File: src/rtl/vrf_operand_fetch.sv
// Vector operand fetch: drives both VRF reads, retries reads hit by a write, forwards writebacks into held operands.
// Latency 2 cycles from a write-free accept (+1 per colliding write cycle); operands held and kept forwarded under out_ready=0.
module vrf_operand_fetch #(
    parameter int  VREGS      = 32,
    parameter int  ELEMENTS   = 4,
    parameter int  DATA_WIDTH = 32,
    parameter int  TAG_WIDTH  = 16,
    localparam int AW         = $clog2(VREGS)
) (
    input  logic                                 clk_i,
    input  logic                                 reset,
    input  logic                                 in_valid,
    output logic                                 in_ready,
    input  logic [AW-1:0]                        in_vs1,
    input  logic [AW-1:0]                        in_vs2,
    input  logic [TAG_WIDTH-1:0]                 in_tag,
    output logic [AW-1:0]                        rd_addr_1,
    output logic [AW-1:0]                        rd_addr_2,
    input  logic [ELEMENTS-1:0][DATA_WIDTH-1:0]  vrf_data_1,
    input  logic [ELEMENTS-1:0][DATA_WIDTH-1:0]  vrf_data_2,
    input  logic [ELEMENTS-1:0]                  wb_en,
    input  logic [AW-1:0]                        wb_addr,
    input  logic [ELEMENTS*DATA_WIDTH-1:0]       wb_data,
    output logic                                 out_valid,
    input  logic                                 out_ready,
    output logic [ELEMENTS-1:0][DATA_WIDTH-1:0]  out_op1,
    output logic [ELEMENTS-1:0][DATA_WIDTH-1:0]  out_op2,
    output logic [TAG_WIDTH-1:0]                 out_tag,
    output logic [31:0]                          conflict_cnt
);
    typedef logic [ELEMENTS-1:0][DATA_WIDTH-1:0] vec_t;
    typedef enum logic [1:0] {IDLE, RETRY, CAPT, VALID} state_t;

    state_t               state_q;
    logic [AW-1:0]        vs1_q, vs2_q;
    logic [TAG_WIDTH-1:0] tag_q;
    vec_t                 op1_q, op2_q;
    logic [31:0]          cnt_q;

    logic   wb_any, is_valid, accept, read_cyc;
    state_t rd_state_d;

    function automatic vec_t merge(input vec_t x, input logic [AW-1:0] src,
                                   input logic [ELEMENTS-1:0] en, input logic [AW-1:0] addr,
                                   input logic [ELEMENTS*DATA_WIDTH-1:0] data);
        vec_t r;
        r = x;
        for (int e = 0; e < ELEMENTS; e++) begin
            if (en[e] && (addr == src)) r[e] = data[e*DATA_WIDTH +: DATA_WIDTH];
        end
        return r;
    endfunction

    assign wb_any     = |wb_en;
    assign is_valid   = (state_q == VALID);
    assign in_ready   = !reset && ((state_q == IDLE) || (is_valid && out_ready));
    assign accept     = in_valid && in_ready;
    assign read_cyc   = accept || (state_q == RETRY);
    // A write at the read edge corrupts read port 1, so the read only counts when the write port is idle.
    assign rd_state_d = wb_any ? RETRY : CAPT;

    assign rd_addr_1 = reset ? '0 : (accept ? in_vs1 : vs1_q);
    assign rd_addr_2 = reset ? '0 : (accept ? in_vs2 : vs2_q);

    assign out_valid    = is_valid;
    assign out_op1      = is_valid ? merge(op1_q, vs1_q, wb_en, wb_addr, wb_data) : op1_q;
    assign out_op2      = is_valid ? merge(op2_q, vs2_q, wb_en, wb_addr, wb_data) : op2_q;
    assign out_tag      = tag_q;
    assign conflict_cnt = cnt_q;

    always_ff @(posedge clk_i) begin
        if (reset) begin
            state_q <= IDLE;
            vs1_q   <= '0;
            vs2_q   <= '0;
            tag_q   <= '0;
            op1_q   <= '0;
            op2_q   <= '0;
            cnt_q   <= '0;
        end else begin
            if (accept) begin
                vs1_q <= in_vs1;
                vs2_q <= in_vs2;
                tag_q <= in_tag;
            end
            if (read_cyc && wb_any && (cnt_q != 32'hFFFF_FFFF)) cnt_q <= cnt_q + 32'd1;
            case (state_q)
                IDLE:  if (accept) state_q <= rd_state_d;
                RETRY: state_q <= rd_state_d;
                CAPT: begin
                    op1_q   <= merge(vrf_data_1, vs1_q, wb_en, wb_addr, wb_data);
                    op2_q   <= merge(vrf_data_2, vs2_q, wb_en, wb_addr, wb_data);
                    state_q <= VALID;
                end
                VALID: begin
                    op1_q <= merge(op1_q, vs1_q, wb_en, wb_addr, wb_data);
                    op2_q <= merge(op2_q, vs2_q, wb_en, wb_addr, wb_data);
                    if (out_ready) state_q <= accept ? rd_state_d : IDLE;
                end
                default: state_q <= IDLE;
            endcase
        end
    end
endmodule

File: config.mk
export PLATFORM = sky130hd
export DESIGN_NAME = vrf_operand_fetch
export DESIGN_NICKNAME = d
export VERILOG_FILES = /design/src/rtl/vrf_operand_fetch.sv
export SDC_FILE = /design/constraint.sdc
export NUM_CORES = 1
export LEC_CHECK = 0
export CORE_AREA = 2 2 284 286
export CTS_CLUSTER_DIAMETER = 100
export DETAILED_ROUTE_END_ITERATION = 16
export DIE_AREA = 0 0 286 288
export GPL_TIMING_DRIVEN = 0
export HOLD_SLACK_MARGIN = 0.05
export SYNTH_ARGS = -nofsm -noshare
export SYNTH_HDL_FRONTEND = slang
export SYNTH_SLANG_ARGS = --single-unit
export TNS_END_PERCENT = 1
File: constraint.sdc
create_clock -name clk_i -period 2.3 [get_ports clk_i]
set_clock_uncertainty 0.05 [all_clocks]
set_input_delay 0.23 -clock clk_i [delete_from_list [all_inputs] [get_ports clk_i]]
set_output_delay 0.23 -clock clk_i [all_outputs]
set_load 0.005 [all_outputs]
==> qor.csv, run 1 <==
stage,metric,value,unit
placement,cell total after placement,3936,
clock_network,number of buffers on the longest clock path,3,
clock_network,CTS H-tree depth,2,
final_layout,fillers,8159,
synth,library cell with the largest summed area after synthesis,dfxtp_1,
clock_network,number of hold-repair buffers added at the cts stage,0,
routing,DRC errors left,0,
critical_path,critical register-to-register path endpoint,op1_q[0]$_SDFFE_PP0N_,
status,outcome,"finished, violations left",
critical_path,critical setup path kind,reg -> out,
timing,final setup violation count,544,
clock_network,clock tree from TritonCTS,built,
placement,number of I/O port buffers,738,
routing,number of vias per cell,4.96,
routing,count of antenna-violating nets left after detailed routing,0,
clock_network,source-to-sink clock delay at the later pin of the worst-skew pair,0.57,ns
timing,worst slew margin relative to its limit,9.79,%
critical_path,Max Fanout on Critical Path,5,
timing,Final Hold Fails,0,
placement,half-perimeter wire length after detailed placement,76400,um
critical_path,Setup crit start kind,flip-flop,
synth,synthesized flop and latch total,316,
synth,area share of the largest cell type after synthesis,33.3,%
floorplan,I/O pin cnt,739,
grt,met3 track utilization from global routing,6.47,%
placement,Worst Setup Slack post-DPL,-3.08,ns
grt,number of global-route vias before repair,20400,
synth,average cell area after synthesis,8.88,um2
grt,GR Layer Usage met2,38.7,%
hold_path,hold worst-path end,out_tag[9]$_SDFFE_PP0N_,
floorplan,floorplan row count,104,
pwr,power per standard cell area,498,mW/mm2
placement,routability congestion estimate,0.897,
floorplan,Chip Height,288,um
synth,async set or reset register ratio after synthesis,0,%
synth,Syn. warnings,0,
synth,register area share after synthesis,33.3,%
routing,Total Routed Length,103000,um
timing,FMAX,0.337,GHz
synth,number of enable-type register cells in the synthesized netlist,0,
critical_path,arrival time at the worst endpoint,2.69,ns
clock_network,clock buffers created by TritonCTS,43,
synth,Synth Instances,2138,
synth,count of unique library cells instantiated by Yosys,45,
synth,synthesized netlist net count,2562,
routing,Initial DRC Count,1119,
timing,fin crit period,2.97,ns
timing,setup slack of the critical path after layout,-0.671,ns
timing,final critical-path share of the clock period,129,%
critical_path,data required time at the worst endpoint,2.02,ns
final_layout,sequential cell area in the final layout,0.00634,mm2
synth,Post-synth top cells,"316 x dfxtp_1, 266 x mux2_2, 250 x inv_1, 160 x mux2i_1, 159 x a221oi_1",
final_layout,multi-input gate area in the final layout,0.0115,mm2
hold_path,hold-critical path depth,3,
final_layout,number of non-filler instances in the completed layout,4120,
timing,Max Slew Vio Count,0,
synth,largest cells by area after synthesis,"dfxtp_1 33%, mux2_2 16%, mux2i_1 8.4%",
timing,setup total negative slack,-238.13,ns
clock_network,CTS sink count,316,
synth,leading cell type by number of instances after synthesis,dfxtp_1,
critical_path,count of cells along the worst register-to-register path,7,
critical_path,FF-to-FF Start,vs1_q[4]$_DFF_P_,
synth,synthesized cell area,0.0190,mm2
grt,busiest layer in global routing,met2,
critical_path,kind of capture point of the worst setup path,output pin,
timing,measured slew at the worst slew-check pin,1.35,ns
grt,first-pass GRT wire length,144000,um
clock_network,clock slew at reported path FFs,0.06,ns
routing,wire per inst,25.0,um
grt,pin count of the biggest net entering global routing,12,
routing,total via count in the routed design,20400,
status,violations in the final reports,negative setup slack,
floorplan,die width,286,um
floorplan,Die Outline Area,0.0824,mm2
grt,total global routing track utilization,23.7,%
clock_network,root buffer cell,clkbuf_16,
floorplan,starting density of the core,23.8,%
critical_path,worst reg2reg setup slack,-0.55,ns
grt,antenna violations before repair,29,
synth,ys flop type,dfxtp_1,
pwr,IR Drop Worst-Case VDD,0.471,mV
pwr,P_leak,11.6,nW
routing,count of TritonRoute iterations in the first routing pass,4,
hold_path,startpoint of the most critical hold path,in_tag[9],
hold_path,worst hold path class,in -> reg,
floorplan,core box area,0.0796,mm2
final_layout,nets@finish,3432,
timing,unrepaired setup endpoints after global routing,true,
final_layout,final cell utilization of the core,38.8,%
grt,met1 GRT Util,29.8,%
final_layout,fraction of final layout cells with drive strength greater than 1,28.4,%
flow_run,max-capacitance violation count,0,
final_layout,area growth from synthesis to layout,62.8,%
grt,remaining global-route overflow,0,
## flip-flops by register name, indices dropped and copies added (netlist names)
register / count
vs2_q: 5
op2_q: 128
op1_q: 128
conflict_cnt: 32
out_tag: 16
state_q: 2
vs1_q: 5
## power by group
group          internal (mW)  total [mW]  switching (mW)
clock                   4.22        7.05            2.83
combinational           1.41        2.63            1.22
sequential              5.63        5.72          0.0905
## worst max-delay path, stage by stage (launching register included)
cell and delay, ns:
dfxtp_2 0.33, xor2_2 0.18, nor3_4 0.19, buf_6 0.15, and3_4 0.22, buf_8 0.11, and2_4 0.19, buf_4 0.14
mux2_2 0.31, dlygate4sd2_1 0.28
## cell type report
type                    instances  share of cell area, %
multi-input cells            1368                   37.0
clock buffers                  66                   4.06
repair buffers                839                   26.6
flip-flops and latches        316                   20.5
plain buffers                 189                   3.76
well taps                    1060                   4.29
clock inverters                12                  0.570
inverters                     251                   3.05
diodes                         19                  0.154
## worst max-delay path by stage
stage	start	endpoint	slack (ns)	cells after the start
6_report	vs2_q[1]$_DFF_P_	out_op2[1]	-0.67	9
3_3_place_gp	reset	rd_addr_2[4]	-3.03	7
5_1_grt	vs1_q[0]$_DFF_P_	out_op1[92]	-0.75	10
3_5_place_dp	reset	rd_addr_2[4]	-3.08	7
4_1_cts	vs2_q[3]$_DFF_P_	out_op2[83]	-0.76	11
2_1_floorplan	vs1_q[0]$_DFF_P_	out_op1[10]	0.06	8
## through the flow
stage | power [mW] | hold WS [ns] | instance area (um2)
floorplan | 6.74 | 0.316 | 19000
global placement | 8.39 | 0.392 | 27700
detailed placement | 8.39 | 0.399 | 27700
CTS | 15.5 | 0.116 | 30900
global route | 15.9 | 0.164 | 30900
finish | 15.4 | 0.152 | 30900
## cells by family (layout without fill, tap and decap cells)
logic type / count (synthesis) / in the layout / synth area share, %
fa+ha+maj: 1 / 1 / 0.0659
flops: 316 / 316 / 33.3
mux: 436 / 436 / 24.8
xor+xnor: 10 / 10 / 0.461
other cells: 0 / 19 / 0
compound gates: 358 / 358 / 14.8
simple gates: 563 / 563 / 17.2
buf+inv: 454 / 1357 / 9.28
## metal layers
metal	wire [um]	share of wire, %
met3	8280	8.0
met5	62	0.060
met2	48100	47
met4	3290	3.2
met1	43200	42
## what timing repair did
item,4_1_cts,5_1_grt
resized for setup,992,168
pin swaps,15,5
gates cloned,12,3
setup endpoints to repair,584,554
buffers inserted,79,8
## layout by cell type, fill, tap and decap left out, types with 16 or more instances in the layout
cell type	instances
buf_6	93
clkdlybuf4s15_1	38
dfxtp_1	309
clkbuf_16	48
nand3_1	16
o21ai_0	16
buf_12	25
or4_1	22
o31ai_1	19
a221oi_1	159
mux2_4	74
nor3b_1	88
buf_2	69
or2_2	151
nand2_1	77
clkdlybuf4s50_1	479
nor3_1	93
buf_4	48
a21oi_1	46
buf_8	16
mux2_2	196
dlygate4sd2_1	57
inv_1	250
diode_2	19
clkbuf_2	55
mux2i_1	160
clkbuf_1	137
nor2_1	35
a2111oi_0	86
No activity file was read; power rests on OpenSTA's default activity.
==> inputs of run 2 (changes only) <==
- GPL_ROUTABILITY_DRIVEN: default -> 1
==> results of run 2 <==
No change in the layout: final DEF, timing and power equal those of run 1.
